<file path="src/rtl/div_pkg.sv">
// Shared definitions for the iterative single-precision divider: state encoding,
// exponent constants and IEEE-754 field positions.
package div_pkg;

   localparam int EXP_BIAS = 127;
   localparam int EXP_MAX  = 255;
   localparam int QBITS    = 26;
   localparam int EXP_W    = 10;
   localparam int CNT_W    = 5;

   localparam int SIGN_BIT = 31;
   localparam int EXP_MSB  = 30;
   localparam int EXP_LSB  = 23;
   localparam int MAN_MSB  = 22;

   typedef enum logic [1:0] {
      S_IDLE   = 2'd0,
      S_UNPACK = 2'd1,
      S_DIVIDE = 2'd2,
      S_ROUND  = 2'd3
   } state_t;

endpackage

</file>
<file path="src/rtl/div_core_seq_if.sv">
// Request/result bundle between the divider core and its requester.
interface div_core_seq_if;

   logic        start;
   logic [31:0] A;
   logic [31:0] B;
   logic        busy;
   logic        done;
   logic [31:0] A_q;
   logic [31:0] B_q;
   logic [31:0] temp_result;

   modport master (
      output start, A, B,
      input  busy, done, A_q, B_q, temp_result
   );

   modport slave (
      input  start, A, B,
      output busy, done, A_q, B_q, temp_result
   );

endinterface

</file>
<file path="src/rtl/div_norm_round.sv">
// Combinational normalise, round-to-nearest-even and overflow/flush-to-zero packer
// for the raw restoring quotient.
module div_norm_round
   import div_pkg::*;
(
   input  logic [QBITS-1:0]        i_q,
   input  logic                    i_rem_nz,
   input  logic signed [EXP_W-1:0] i_exp,
   input  logic                    i_sign,
   output logic [31:0]             o_result
);

   logic [23:0]             w_m;
   logic                    w_g;
   logic                    w_s;
   logic                    w_inc;
   logic [24:0]             w_m_rnd;
   logic [MAN_MSB:0]        w_man;
   logic signed [EXP_W-1:0] w_exp_norm;
   logic signed [EXP_W-1:0] w_exp_fin;

   always_comb begin
      w_m        = '0;
      w_g        = 1'b0;
      w_s        = 1'b0;
      w_exp_norm = i_exp;
      // quotient lies in [0.5, 2): bit 25 tells whether a one-place shift is needed
      if (i_q[QBITS-1]) begin
         w_m = i_q[QBITS-1:2];
         w_g = i_q[1];
         w_s = i_q[0] | i_rem_nz;
      end else begin
         w_m        = i_q[QBITS-2:1];
         w_g        = i_q[0];
         w_s        = i_rem_nz;
         w_exp_norm = i_exp - 10'sd1;
      end

      w_inc   = w_g & (w_s | w_m[0]);
      w_m_rnd = {1'b0, w_m} + {24'd0, w_inc};

      if (w_m_rnd[24]) begin
         w_man     = '0;
         w_exp_fin = w_exp_norm + 10'sd1;
      end else begin
         w_man     = w_m_rnd[MAN_MSB:0];
         w_exp_fin = w_exp_norm;
      end

      if (w_exp_fin >= $signed(10'(EXP_MAX))) begin
         o_result = {i_sign, 8'hFF, 23'h0};
      end else if (w_exp_fin <= 10'sd0) begin
         o_result = {i_sign, 31'h0};
      end else begin
         o_result = {i_sign, w_exp_fin[7:0], w_man};
      end
   end

endmodule

</file>
<file path="src/rtl/div_core_seq.sv">
// Iterative single-precision divider: one restoring quotient bit per clock, one
// division in flight, normal operands only (special cases are overridden downstream).
//
//   state    | meaning
//   ---------+-------------------------------------------------------------
//   S_IDLE   | waiting for start; captures A/B on accept
//   S_UNPACK | builds mantissas, biased exponent difference and sign
//   S_DIVIDE | QBITS restoring iterations, one quotient bit per clock
//   S_ROUND  | normalise/round/pack, writes temp_result and pulses done
module div_core_seq
   import div_pkg::*;
(
   input  logic          clk,
   input  logic          rst_n,
   div_core_seq_if.slave bus
);

   state_t                  r_state;
   logic [CNT_W-1:0]        r_cnt;
   logic [23:0]             r_mb;
   logic [24:0]             r_rem;
   logic [QBITS-1:0]        r_q;
   logic signed [EXP_W-1:0] r_exp;
   logic                    r_sign;
   logic                    r_busy;
   logic                    r_done;
   logic [31:0]             r_a_q;
   logic [31:0]             r_b_q;
   logic [31:0]             r_result;

   logic                    w_ge;
   logic [24:0]             w_diff;
   logic signed [EXP_W-1:0] w_exp_unpack;
   logic [31:0]             w_packed;

   assign w_ge   = (r_rem >= {1'b0, r_mb});
   assign w_diff = r_rem - {1'b0, r_mb};

   assign w_exp_unpack = $signed({2'b00, r_a_q[EXP_MSB:EXP_LSB]})
                       - $signed({2'b00, r_b_q[EXP_MSB:EXP_LSB]})
                       + $signed(10'(EXP_BIAS));

   div_norm_round u_norm_round (
      .i_q      (r_q),
      .i_rem_nz (r_rem != 25'd0),
      .i_exp    (r_exp),
      .i_sign   (r_sign),
      .o_result (w_packed)
   );

   always_ff @(posedge clk or negedge rst_n) begin
      if (!rst_n) begin
         r_state  <= S_IDLE;
         r_cnt    <= '0;
         r_mb     <= '0;
         r_rem    <= '0;
         r_q      <= '0;
         r_exp    <= '0;
         r_sign   <= 1'b0;
         r_busy   <= 1'b0;
         r_done   <= 1'b0;
         r_a_q    <= '0;
         r_b_q    <= '0;
         r_result <= '0;
      end else begin
         r_done <= 1'b0;
         case (r_state)
            S_IDLE: begin
               if (bus.start) begin
                  r_a_q   <= bus.A;
                  r_b_q   <= bus.B;
                  r_busy  <= 1'b1;
                  r_state <= S_UNPACK;
               end
            end
            S_UNPACK: begin
               r_mb    <= {1'b1, r_b_q[MAN_MSB:0]};
               r_rem   <= {2'b01, r_a_q[MAN_MSB:0]};
               r_exp   <= w_exp_unpack;
               r_sign  <= r_a_q[SIGN_BIT] ^ r_b_q[SIGN_BIT];
               r_q     <= '0;
               r_cnt   <= '0;
               r_state <= S_DIVIDE;
            end
            S_DIVIDE: begin
               if (w_ge) begin
                  r_q   <= {r_q[QBITS-2:0], 1'b1};
                  r_rem <= {w_diff[23:0], 1'b0};
               end else begin
                  r_q   <= {r_q[QBITS-2:0], 1'b0};
                  r_rem <= {r_rem[23:0], 1'b0};
               end
               r_cnt <= r_cnt + 1'b1;
               if (r_cnt == CNT_W'(QBITS - 1)) begin
                  r_state <= S_ROUND;
               end
            end
            S_ROUND: begin
               r_result <= w_packed;
               r_done   <= 1'b1;
               r_busy   <= 1'b0;
               r_state  <= S_IDLE;
            end
            default: r_state <= S_IDLE;
         endcase
      end
   end

   assign bus.busy        = r_busy;
   assign bus.done        = r_done;
   assign bus.A_q         = r_a_q;
   assign bus.B_q         = r_b_q;
   assign bus.temp_result = r_result;

endmodule

</file>
<file path="src/flat_wrapper.sv">
// flat-port wrapper written by rule: the top's interface ports become plain ports
module div_core_seq_flat import div_pkg::*;
  (clk, rst_n, bus_start, bus_A, bus_B, bus_busy, bus_done, bus_A_q, bus_B_q, bus_temp_result);
  div_core_seq_if bus_i ();
  input  logic clk;
  input  logic rst_n;
  input wire logic [$bits(bus_i.start)-1:0] bus_start;
  input wire logic [$bits(bus_i.A)-1:0] bus_A;
  input wire logic [$bits(bus_i.B)-1:0] bus_B;
  output wire logic [$bits(bus_i.busy)-1:0] bus_busy;
  output wire logic [$bits(bus_i.done)-1:0] bus_done;
  output wire logic [$bits(bus_i.A_q)-1:0] bus_A_q;
  output wire logic [$bits(bus_i.B_q)-1:0] bus_B_q;
  output wire logic [$bits(bus_i.temp_result)-1:0] bus_temp_result;
  assign bus_i.start = bus_start;
  assign bus_i.A = bus_A;
  assign bus_i.B = bus_B;
  assign bus_busy = bus_i.busy;
  assign bus_done = bus_i.done;
  assign bus_A_q = bus_i.A_q;
  assign bus_B_q = bus_i.B_q;
  assign bus_temp_result = bus_i.temp_result;
  div_core_seq u_core (.clk(clk), .rst_n(rst_n), .bus(bus_i));
endmodule
</file>
<file path="config.mk">
export PLATFORM = sky130hd
export DESIGN_NAME = div_core_seq_flat
export DESIGN_NICKNAME = d
export VERILOG_FILES = /design/src/rtl/div_pkg.sv /design/src/rtl/div_core_seq_if.sv /design/src/rtl/div_norm_round.sv /design/src/rtl/div_core_seq.sv /design/src/flat_wrapper.sv
export SDC_FILE = /design/constraint.sdc
export NUM_CORES = 1
export LEC_CHECK = 0
export ABC_AREA = 1
export BUFFER_PORTS_ARGS = -buffer_cell sky130_fd_sc_hd__buf_4
export CAP_MARGIN = 0
export CORE_UTILIZATION = 35
export CTS_CLUSTER_DIAMETER = 30
export DETAILED_ROUTE_END_ITERATION = 16
export PLACE_DENSITY = 0.52
export SLEW_MARGIN = 25
export SYNTH_ARGS = -nofsm -noshare
export SYNTH_HDL_FRONTEND = slang
export SYNTH_SLANG_ARGS = --single-unit
</file>
<file path="constraint.sdc">
create_clock -name clk -period 3.1 [get_ports clk]
set_clock_uncertainty 0.05 [all_clocks]
set_input_delay 0.93 -clock clk [delete_from_list [all_inputs] [get_ports clk]]
set_output_delay 0.93 -clock clk [all_outputs]
set_load 0.01 [all_outputs]
</file>
======== After elaboration in Yosys (flattened, before gate mapping) ========
Cells that the tools add are included.
W data, S select, Z words.
storage, ports and cells
  register bits after elaboration ......... 191
  input bits .............................. 67
  output and inout port bits .............. 98
operators by class
  add/sub/neg operators ................... 7
  order comparisons ....................... 3
  equal/unequal tests ..................... 6
  muxes and demuxes ....................... 19
  bitwise operators ....................... 4
  reduce and logical (&&, ||, !) cells .... 7
operators by type and width
  operator                 count
  $mux W31                 2
  $pmux W26 S2             1
  $pmux W25 S2             1
  $add A24 B1 Y25          1
  $ge A25 B24 Y1           1
  $mux W25                 1
  $reduce_bool A25 Y1      1
  $mux W24                 1
  $sub A24 B24 Y24         1
  $mux W23                 1
  $mux W10                 2
  $add A10 B2 Y10 const B  1
  $add A10 B8 Y10 const B  1
  $ge A10 B9 Y1 const B    1
  $le A10 B1 Y1 const B    1
  $pmux W5 S2              1
  $sub A10 B2 Y10 const B  1
  $sub A8 B8 Y9            1
  $pmux W2 S4              1
  $reduce_and A2 Y1        3
  $add A5 B1 Y5 const B    1
  $eq A5 B5 Y1 const B     1
  $mux W1                  5
  $eq A2 B2 Y1 const B     2
  10 further kinds         13

======== Logic depth before layout (Yosys ltp) ========
Gate-level depths: netlist of the first run.
  depth after elaboration ................. 10
  mapped depth ............................ 24
  mapped depth without buffers ............ 21

======== Cells and area by module ========
A second synthesis of the first run with hierarchy kept.
unflattened totals
  cells, all modules ...................... 1841
  area total of the unflattened synthesis .. 12485.7 sq um
by module, submodules not included
  module          instances  cells an instance  area each (sq um)  seq. area each (sq um)
  div_core_seq    1          1346               10092.2            4779.6
  div_norm_round  1          495                2393.5             0.0

======== Worst setup path before layout of the first run ========
Ideal clock, no wire load.
  path type ............................... flip-flop to flip-flop
  start ................................... register u_core.r_q[25]
  end ..................................... register u_core.r_result[10], in the netlist u_core.bus.temp_result[10]
  library setup time ...................... 121 ps
  arrival time ............................ 2988 ps
  setup slack ............................. -59 ps
  cell stages (with the launch flop) ...... 19
  path buffers ............................ 4
  period minus slack after synthesis ...... 3159 ps
  path through ............................ dfrtp_1 > buf_4 > buf_4 > buf_4 > o21ai_0 > nand2_1 > inv_1 > ha_1 > nand3_1 > nor2_1 > nand3_2 > nor3_4 > nand4_1 > nor2_1 > xor2_1 > nand2_2 > nand2_2 > buf_6 > o21ai_1
between the ends
  word-level cells in the longest chain between the ends .. 8
RTL lines
  what                                        RTL line              RTL
  start: declaration                          div_core_seq.sv:22    logic [QBITS-1:0] r_q;
  start signal: assignment                    div_core_seq.sv:87    r_q <= {r_q[QBITS-2:0], 1'b1};
  start signal: assignment                    div_core_seq.sv:90    r_q <= {r_q[QBITS-2:0], 1'b0};
  $mux W1 / $mux W24 (equally long branches)  div_norm_round.sv:28  if (i_q[QBITS-1]) begin
  $or A1 B1 Y1                                div_norm_round.sv:39  w_inc = w_g & (w_s | w_m[0]);
  $and A1 B1 Y1                               div_norm_round.sv:39
  $add A24 B1 Y25                             div_norm_round.sv:40  w_m_rnd = {1'b0, w_m} + {24'd0, w_inc};
  $mux W10                                    div_norm_round.sv:42  if (w_m_rnd[24]) begin
  $le A10 B1 Y1                               div_norm_round.sv:52  end else if (w_exp_fin <= 10'sd0) begin
  $mux W31                                    div_norm_round.sv:52
  $mux W31 *                                  div_norm_round.sv:50  if (w_exp_fin >= $signed(10'(EXP_MAX))) begin
  end signal: assignment                      div_core_seq.sv:99    r_result <= w_packed;
  end: declaration                            div_core_seq.sv:29    logic [31:0] r_result;
Every way passes the cells marked *; elsewhere a longest branch is shown, timed or not.
A chain may end at the register's enable or synchronous reset.

======== Worst setup path after layout of the first run ========
  start ................................... register u_core.r_q[25]
  end ..................................... register u_core.r_result[20], in the netlist u_core.bus.temp_result[20]
Same word-level chain as after synthesis.

==> impl_metrics.py, run 1 <==
metrics = {
    "sta": {
        "fin_crit_sh_pct": 92.5,
        "setup_tns_ns": 0,
        "finalWorstSetupSlack_ns": 0.233,
        "setup_viol": 0,
        "rsz0062_at_grt": "true",
        "slew_viol_final": 0,
        "hold_violations": 0,
        "slew_headroom_pct": 39.7,
        "tightest_slew_ns": 0.904,
        "max_freq_mhz": 349,
        "post-route-min-period_ns": 2.87,
    },
    "floorplanning": {
        "dieArea_sq_um": 32600,
        "rows": 64,
        "ioPinCount": 165,
        "start_util_pct": 36.0,
        "die_h_um": 181,
        "coreArea_sq_um": 31000,
        "dieWidth_um": 181,
    },
    "grt": {
        "grtUsageTotal_pct": 18.4,
        "grt_pass1_wl_um": 49100,
        "antenna_found_initial": 2,
        "grt_start_max_net_pins": 55,
        "grt-ovfl-total": 0,
        "grt_pass1_vias": 9828,
    },
    "route": {
        "drc": 0,
        "vias": 9982,
        "wire_per_inst_um": 13.7,
        "drt_iter0_markers": 492,
        "wl_um": 28900,
        "viasPerCell": 4.74,
        "ant_nets": 0,
        "first_pass_iters": 5,
    },
    "pwr": {
        "ir_worst_vdd_mv": 0.607,
        "powerDensity_nw_per_um2": 1080,
        "swShare_pct": 47.1,
        "p_sw_mw": 6.92,
        "clockPowerShare_pct": 14.5,
        "internal_power_mw": 7.77,
        "pwr-share-seq_pct": 27.3,
        "cellLeakagePower_nw": 7.05,
        "comb_power_share_pct": 58.2,
    },
    "outcome": {
        "outcome": "completed",
    },
    "critical_path": {
        "max_stage_delay_ns": 0.48,
        "critPathKind": "reg2reg",
        "crit_top_cell": "nand3_1",
        "cp_slowest_cell": "dfrtp_2",
        "critPathCaptureType": "register",
        "crit_path_start_kind": "register",
        "path_cells": "buf_4 > o21ai_4 > ha_2 > nand3_1 > nor2_2 > nand3_2 > nor2_1 > nand3_1 > nor2_1 > nand3_1 > nand2_1 > nand2_1 > nand3_1 > buf_4 > nand3_1 > o21ai_1",
        "crit_fanout": 13,
        "required_ns": 3.40,
        "crit_arrival_ns": 3.17,
    },
    "logic_synthesis": {
        "avgSynthCellArea_sq_um": 7.32,
        "synthArstFlopShare_pct": 100,
        "synth-edff-count": 0,
        "synthesis.area_sq_um": 11200,
        "syn_inst": 1523,
        "ys_ff_latch": 191,
        "synth_nets": 1634,
        "yosysWarnings": 0,
        "ys.flop_type": "dfrtp_1",
        "yosysSeqAreaShare_pct": 42.9,
        "synth_cell_type_count": 45,
    },
    "clocking": {
        "cts_root_buf": "clkbuf_16",
        "clock-sinks": 191,
        "cts_max_level": 4,
        "cts_setup_buffers": 0,
        "clk_pin_slew_ns": 0.08,
        "clock_latency_ns": 0.44,
        "cts_made_buffers": 17,
        "cts_tree": "yes",
        "cts_buffer_depth": 2,
    },
    "placement": {
        "pre_cts_slack_ns": 0.0761,
        "io_buffers": 164,
        "finalWeightedCongestion": 0.845,
        "dpl_cell_area_sq_um": 13100,
        "hpwlAfterDp_um": 22400,
    },
    "final_layout": {
        "final_core_util_pct": 44.1,
        "fin_area_sq_um": 13700,
        "nets": 1809,
        "drive_gt1_share_pct": 16.0,
        "antennaDiodeCount": 0,
        "fillCellCount": 3226,
        "areaGrowthSynthToFinish_pct": 22.5,
    },
    "run": {
        "max-cap-violations": 0,
    },
    "hold_path": {
        "min_path_type": "in2async",
    },
}
-- sequential cells by signal (all words and copies together) (netlist names), 2 cells and up --
| register | cells |
|---|---|
| u_core.r_cnt | 5 |
| u_core.r_exp | 10 |
| u_core.r_q | 26 |
| u_core.bus.B_q | 32 |
| u_core.bus.A_q | 32 |
| u_core.r_mb | 24 |
| u_core.r_rem | 25 |
| u_core.bus.temp_result | 32 |
| u_core.r_state | 2 |
-- critical path: cells and delay by family (launching register included) --
| family | cells | cell delay, ns |
|---|---|---|
| AOI/OAI and AO/OA | 2 | 0.31 |
| adders and majority gates | 1 | 0.23 |
| buffers and inverters | 2 | 0.39 |
| DFF | 1 | 0.48 |
| and+or+nand+nor | 11 | 1.29 |
-- kinds of logic after synthesis --
logic type / count (synthesis) / synth area share [%]
adders and majority gates: 44 / 5.07
DFF: 191 / 42.9
and+or+nand+nor: 778 / 28.3
xor gates and xnor gates: 46 / 3.61
AOI/OAI and AO/OA: 225 / 11.6
buffers and inverters: 239 / 8.54
-- worst paths after layout --
check                                             from  cells past startpoint                                      to  slack, ns
min reg2reg                u_core.r_mb[23]$_DFFE_PN0N_                      2             u_core.r_mb[23]$_DFFE_PN0N_       0.42
min in group clk           u_core.r_mb[23]$_DFFE_PN0N_                      2             u_core.r_mb[23]$_DFFE_PN0N_       0.42
min                                              rst_n                      1               u_core.r_q[6]$_DFFE_PN0P_       0.33
max                         u_core.r_q[25]$_DFFE_PN0P_                     16  u_core.bus.temp_result[20]$_DFFE_PN0P_       0.23
max in group asynchronous                        rst_n                      2            u_core.r_rem[16]$_DFFE_PN0P_       1.95
max reg2reg                 u_core.r_q[25]$_DFFE_PN0P_                     16  u_core.bus.temp_result[20]$_DFFE_PN0P_       0.23
-- metal layers --
metal	GRT usage [%]	up-vias	routed length [um]
met5	0	-	23
met4	4.96	4	535
met3	3.15	39	974
met2	31.2	196	13700
met1	24.1	4527	13700
li1	-	5216	-
-- cell type report --
type                       count  area, sq um  area share [%]
tap                          396          495            3.63
inverter                     183          687            5.03
timing repair buffer         212         1670            12.2
clock inverter                13          118           0.861
clock buffer                  18          439            3.21
sequential                   191         4780            35.0
multi-input combinational   1093         5470            40.0
-- cell usage after synthesis (15+ instances only) --
library cell	n	area [sq um]
o211ai_1	15	113
inv_1	180	676
a21oi_1	38	190
dfrtp_1	191	4780
nand3_1	87	435
nand2_1	561	2110
nor2_1	82	308
o21ai_1	20	100
clkbuf_1	37	139
o21ai_0	86	430
o22ai_1	31	194
ha_1	42	526
xor2_1	32	280
-- what timing repair did --
action                     4_1_cts  5_1_grt
gates resized for setup          0       10
setup endpoints to repair        0       31
hold buffers                     0        0
-- cell usage in the layout (no fill, tap or decap), types with 6 or more instances in the layout --
cell type	instances
nand3_1	86
nor4_1	7
o21ai_1	21
inv_1	178
o22ai_1	31
o21ai_0	84
buf_12	6
xor2_1	30
xnor2_1	14
o211ai_1	15
nand2_1	560
clkbuf_16	17
nor3_1	13
nor2_1	80
a21oi_1	38
nand4_1	13
ha_1	40
dfrtp_1	190
a21o_1	7
buf_4	205
-- power by group through the flow --
stage | registers (mW) | clock network, mW | logic [mW]
after global routing | 4.14 | 2.31 | 9.82
after global placement | 4.06 | 0 | 8.56
after detailed placement | 4.06 | 0 | 8.60
after CTS | 4.03 | 2.21 | 8.64
final | 4.01 | 2.13 | 8.55
after floorplan | 4.12 | 0 | 5.74
-- stage by stage --
stage,hold slack (ns),cells,power [mW]
floorplan,0.368,1523,9.87
detailed placement,0.412,2075,12.7
global placement,0.403,2075,12.6
global route,0.338,2106,16.3
finish,0.334,2106,14.7
CTS,0.330,2106,14.9
No activity file was read; power rests on OpenSTA's default activity.
==> run 2: changes to the inputs <==
--- a/config.mk
+++ b/config.mk
@@ -6,12 +6,12 @@
 export NUM_CORES = 1
 export LEC_CHECK = 0
 export ABC_AREA = 1
-export BUFFER_PORTS_ARGS = -buffer_cell sky130_fd_sc_hd__buf_4
 export CAP_MARGIN = 0
 export CORE_UTILIZATION = 35
 export CTS_CLUSTER_DIAMETER = 30
 export DETAILED_ROUTE_END_ITERATION = 16
-export PLACE_DENSITY = 0.52
+export DONT_BUFFER_PORTS = 1
+export SETUP_SLACK_MARGIN = 0.4
 export SLEW_MARGIN = 25
 export SYNTH_ARGS = -nofsm -noshare
 export SYNTH_HDL_FRONTEND = slang
==> run 2 against run 1 <==
  * Power is 1.4% lower
  * Die area did not move
  * Count of clock-buffer cells in the layout stayed put
  * Register-to-register slack better by 0.03 ns
  * Largest cell class unchanged
  * Critical path type unchanged
  * Final cell count down 6.7%
  * Worst setup slack improved by 0.032 ns
  * Fmax up 1.1%
==> impl_metrics.py, run 2 (synthesis gave the netlist of run 1 again) <==
metrics = {
    "floorplanning": {
        "rows": 64,
        "die_h_um": 181,
        "dieWidth_um": 181,
        "ioPinCount": 165,
        "start_util_pct": 36.0,
        "coreArea_sq_um": 31000,
        "dieArea_sq_um": 32600,
    },
    "critical_path": {
        "critPathCaptureType": "register",
        "critPathBufInv": 4,
        "critPathKind": "reg2reg",
        "crit_path_start_kind": "register",
        "required_ns": 3.37,
        "path_delay_family": "simple AND/OR/NAND/NOR gates",
        "cp_slowest_cell": "dfrtp_2",
        "max_stage_delay_ns": 0.45,
        "crit_arrival_ns": 3.11,
        "crit_top_cell": "nand3_4",
        "path_cells": "buf_6 > o21ai_4 > nand2_2 > inv_2 > ha_4 > nand3_4 > nor2_4 > nand3_4 > nor3_4 > nand4_1 > nor2_2 > xor2_2 > buf_4 > nand2_4 > buf_12 > nand3_2 > nand2_1",
        "crit_fanout": 10,
    },
    "sta": {
        "fin_crit_sh_pct": 91.5,
        "tightest_slew_ns": 0.915,
        "rsz0062_at_grt": "true",
        "setup_viol": 0,
        "finalWorstSetupSlack_ns": 0.264,
        "slew_headroom_pct": 39.0,
        "slew_viol_final": 0,
        "max_freq_mhz": 353,
        "hold_violations": 0,
        "setup_tns_ns": 0,
        "post-route-min-period_ns": 2.84,
    },
    "route": {
        "viasPerCell": 4.90,
        "drt_iter0_markers": 512,
        "met2_length_um": 13000,
        "ant_nets": 0,
        "m1WireLength_um": 13700,
        "drc": 0,
        "vias": 9623,
        "first_pass_iters": 5,
        "wl_um": 28400,
        "wire_per_inst_um": 14.5,
        "routed.top_layer": "met4",
        "wl_met3_um": 1150,
    },
    "grt": {
        "grtUsageTotal_pct": 18.0,
        "grt-ovfl-total": 0,
        "grt_start_max_net_pins": 192,
        "antenna_found_initial": 0,
        "grt_pass1_wl_um": 47800,
        "grt_pass1_vias": 9570,
    },
    "clocking": {
        "cts_buffer_depth": 2,
        "cts_made_buffers": 17,
        "cts_root_buf": "clkbuf_16",
        "cts_max_level": 4,
        "clock-sinks": 191,
        "clock_latency_ns": 0.44,
        "clk_pin_slew_ns": 0.07,
        "cts_tree": "yes",
    },
    "pwr": {
        "ir_worst_vdd_mv": 0.589,
        "powerDensity_nw_per_um2": 1120,
        "pwr-share-seq_pct": 29.8,
        "internal_power_mw": 7.59,
        "p_total_mw": 14.5,
        "swShare_pct": 47.6,
        "clockPowerShare_pct": 16.4,
        "p_sw_mw": 6.91,
        "comb_power_share_pct": 53.8,
        "cellLeakagePower_nw": 6.40,
    },
    "placement": {
        "hpwlAfterDp_um": 20400,
        "finalWeightedCongestion": 0.878,
        "pre_cts_slack_ns": 0.000379,
        "io_buffers": 0,
        "dpl_cell_area_sq_um": 11700,
    },
    "outcome": {
        "outcome": "completed",
    },
    "hold_path": {
        "min_path_type": "in2async",
    },
    "final_layout": {
        "antennaDiodeCount": 0,
        "nets": 1667,
        "drive_gt1_share_pct": 12.4,
        "fin_area_sq_um": 13000,
        "final_cell_mix": "nand2_1 (547), dfrtp_1 (190), inv_1 (174), o21ai_0 (81), nand3_1 (69)",
        "layout_commonest_cell": "nand2_1",
        "final_core_util_pct": 41.9,
        "areaGrowthSynthToFinish_pct": 16.4,
    },
    "run": {
        "max-cap-violations": 0,
    },
}
==> run 2: metal layers <==
metal,track usage [%],up-vias
li1,-,4926
met1,24.0,4467
met2,29.2,192
met3,3.64,38
met4,5.71,0
met5,0,-
==> run 2: layout make-up <==
class,count,area [sq um]
clock buffer,18,439
sequential,191,4780
multi-input combinational,1094,5780
tap,396,495
clock inverter,13,186
inverter,183,694
timing repair buffer,69,598
fill,3146,18000
==> run 2: final timing paths <==
check	cells past startpoint	slack, ns	endpoint	start
worst max-delay path	17	0.26	u_core.bus.temp_result[22]$_DFFE_PN0P_	u_core.r_q[25]$_DFFE_PN0P_
worst min-delay path	0	0.14	u_core.bus.temp_result[3]$_DFFE_PN0P_	rst_n
worst max register to register	17	0.26	u_core.bus.temp_result[22]$_DFFE_PN0P_	u_core.r_q[25]$_DFFE_PN0P_
worst min register to register	2	0.43	u_core.r_mb[23]$_DFFE_PN0N_	u_core.r_mb[23]$_DFFE_PN0N_
max in group asynchronous	0	2.55	u_core.r_mb[15]$_DFFE_PN0N_	rst_n
min in group clk	2	0.43	u_core.r_mb[23]$_DFFE_PN0N_	u_core.r_mb[23]$_DFFE_PN0N_
==> run 2: metrics by stage <==
stage,hold WS [ns],std cells
2_1_floorplan,0.368,1523
5_1_grt,0.109,1964
4_1_cts,0.114,1958
6_report,0.139,1964
3_3_place_gp,0.414,1897
3_5_place_dp,0.420,1897
==> run 2: power groups by stage <==
| stage | Clock [mW] | Sequential [mW] | Combinational (mW) |
|---|---|---|---|
| 2_1_floorplan | 0 | 4.12 | 5.77 |
| 3_3_place_gp | 0 | 4.36 | 7.27 |
| 3_5_place_dp | 0 | 4.37 | 7.35 |
| 4_1_cts | 2.43 | 4.33 | 7.56 |
| 5_1_grt | 2.53 | 4.44 | 8.97 |
| 6_report | 2.37 | 4.32 | 7.81 |
==> run 2: timing repair <==
action,CTS,global route
setup buffers,29,5
cloned,1,1
endpoints found under the setup margin,37,58
resized for setup,49,49
pin swaps,13,16
hold buffers,0,0
==> run 3: changes to the inputs <==
--- a/config.mk
+++ b/config.mk
@@ -11,6 +11,7 @@
 export CTS_CLUSTER_DIAMETER = 30
 export DETAILED_ROUTE_END_ITERATION = 16
 export DONT_BUFFER_PORTS = 1
+export PLACE_DENSITY = 0.54
 export SETUP_SLACK_MARGIN = 0.4
 export SLEW_MARGIN = 25
 export SYNTH_ARGS = -nofsm -noshare
==> run 3 against run 2 <==
  * Power up 0.29%
  * Hold slack better by 0.0087 ns
  * Register-to-register slack worse by 0.03 ns
  * Final cell count down 0.36%
  * Utilization about the same
  * Fmax down 1.1%
  * Clock power down 6%
  * Non-clock buffer count down 8
  * Via count down 0.63%
  * Combinational power up 2%
  * Die area unchanged
  * Global-route usage up 0.12 points
  * Critical endpoint is now u_core.bus.temp_result[15]$_DFFE_PN0P_
==> impl_metrics.py, run 3 (synthesis gave the netlist of run 1 again) <==
metrics = {
    "grt": {
        "grt_pass1_vias": 9360,
        "grtUsageTotal_pct": 18.1,
        "antenna_found_initial": 1,
        "grt_pass1_wl_um": 47900,
        "grt_start_max_net_pins": 192,
        "grt-ovfl-total": 0,
    },
    "final_layout": {
        "drive_gt1_share_pct": 12.7,
        "antennaDiodeCount": 0,
        "fillCellCount": 3181,
        "final_cell_mix": "nand2_1 (534), dfrtp_1 (189), inv_1 (173), o21ai_0 (80), nor2_1 (71)",
        "areaGrowthSynthToFinish_pct": 16.4,
        "layout_commonest_cell": "nand2_1",
        "fin_area_sq_um": 13000,
        "nets": 1659,
    },
    "hold_path": {
        "min_path_type": "in2async",
    },
    "critical_path": {
        "crit_fanout": 6,
        "crit_arrival_ns": 3.15,
        "crit_path_start_kind": "register",
        "critPathCaptureType": "register",
        "required_ns": 3.38,
        "critPathKind": "reg2reg",
    },
    "clocking": {
        "clk_pin_slew_ns": 0.08,
        "cts_made_buffers": 17,
        "cts_buffer_depth": 2,
        "cts_tree": "yes",
        "cts_hold_buffers": 0,
        "clock_latency_ns": 0.45,
        "cts_root_buf": "clkbuf_16",
        "cts_max_level": 4,
        "clock-sinks": 191,
    },
    "sta": {
        "rsz0062_at_grt": "true",
        "setup_viol": 0,
        "fin_crit_sh_pct": 92.5,
        "slew_viol_final": 0,
        "hold_violations": 0,
        "setup_tns_ns": 0,
        "max_freq_mhz": 349,
        "slew_headroom_pct": 35.7,
        "tightest_slew_ns": 0.963,
        "post-route-min-period_ns": 2.87,
    },
    "floorplanning": {
        "rows": 64,
        "dieArea_sq_um": 32600,
        "die_h_um": 181,
        "dieWidth_um": 181,
        "start_util_pct": 36.0,
        "coreArea_sq_um": 31000,
        "ioPinCount": 165,
    },
    "route": {
        "m1WireLength_um": 13600,
        "drc": 0,
        "wire_per_inst_um": 14.6,
        "routed.top_layer": "met5",
        "first_pass_iters": 5,
        "met2_length_um": 13600,
        "vias": 9562,
        "wl_met3_um": 1090,
        "wl_um": 28600,
        "drt_iter0_markers": 511,
        "viasPerCell": 4.89,
        "ant_nets": 0,
    },
    "outcome": {
        "outcome": "completed",
    },
    "run": {
        "max-cap-violations": 0,
    },
    "placement": {
        "finalWeightedCongestion": 0.828,
        "dpl_cell_area_sq_um": 11800,
        "io_buffers": 0,
        "hpwlAfterDp_um": 20600,
    },
    "pwr": {
        "powerDensity_nw_per_um2": 1120,
        "ir_worst_vdd_mv": 0.507,
        "cellLeakagePower_nw": 6.37,
    },
}
==> run 3: layout make-up <==
class	instances	area, sq um	area share, %
Clock buffer	18	439	3.38
Inverter	183	694	5.35
Tap cell	396	495	3.82
Sequential cell	191	4780	36.8
Clock inverter	14	145	1.12
Multi-Input combinational cell	1094	5840	45.0
Timing Repair Buffer	61	584	4.50
==> run 3: report_power, final <==
| group | leakage (nW) | switching (mW) | internal [mW] | total [mW] |
|---|---|---|---|---|
| Clock | 0.289 | 1.07 | 1.16 | 2.23 |
| Sequential | 2.46 | 0.946 | 3.37 | 4.32 |
| Combinational | 3.63 | 5.04 | 2.94 | 7.99 |
==> run 3: critical path, cell delays in order, from the launching register on <==
cell and delay, ns:
dfrtp_2 0.51, clkbuf_16 0.20, buf_6 0.13, buf_4 0.14
nand2_1 0.06, nand2_1 0.06, nor2_2 0.13, nand2_2 0.08
nor2_4 0.18, buf_6 0.14, nand3_2 0.07, nand2_2 0.09
nand2_2 0.06, nor2_2 0.11, nand2_2 0.07, nor2_4 0.11
nand3_4 0.11, and2_4 0.20, clkbuf_16 0.15, nand3_2 0.07
nand2_1 0.04
==> run 3: stage by stage <==
stage / power (mW) / hold slack (ns) / instances / util [%] / setup WS, ns
6_report: 14.5 / 0.148 / 1957 / 41.9 / 0.234
5_1_grt: 16.0 / 0.118 / 1957 / 41.9 / 0.0905
4_1_cts: 14.2 / 0.114 / 1941 / 40.4 / 0.335
3_5_place_dp: 11.8 / 0.420 / 1905 / 38.1 / 0.207
3_3_place_gp: 11.8 / 0.412 / 1905 / 38.1 / 0.285
2_1_floorplan: 9.90 / 0.368 / 1523 / - / 0.220
==> run 3: repair_timing <==
action / 4_1_cts / 5_1_grt
buffers inserted: 3 / 11
resized for setup: 24 / 92
pin swaps: 9 / 26
endpoints found under the setup margin: 54 / 56
gates cloned: 1 / 5
endpoints found under the hold margin: 0 / 0
==> run 3: final timing paths <==
path                                        startpoint                                endpoint  slack, ns  cells after the start
max                         u_core.r_q[25]$_DFFE_PN0P_  u_core.bus.temp_result[15]$_DFFE_PN0P_       0.23                     20
min                                              rst_n  u_core.bus.temp_result[30]$_DFFE_PN0P_       0.15                      0
max reg2reg                 u_core.r_q[25]$_DFFE_PN0P_  u_core.bus.temp_result[15]$_DFFE_PN0P_       0.23                     20
min reg2reg                u_core.r_mb[23]$_DFFE_PN0N_             u_core.r_mb[23]$_DFFE_PN0N_       0.42                      2
max in group asynchronous                        rst_n          u_core.bus.A_q[23]$_DFFE_PN0P_       2.41                      0
min in group clk           u_core.r_mb[23]$_DFFE_PN0N_             u_core.r_mb[23]$_DFFE_PN0N_       0.42                      2
==> run 3: metal layers <==
metal  GRT usage, %  vias to the layer above
met5              0                        -
met4           5.09                        2
met3           3.46                       21
met2           30.1                      180
met1           24.0                     4442
li1               -                     4917
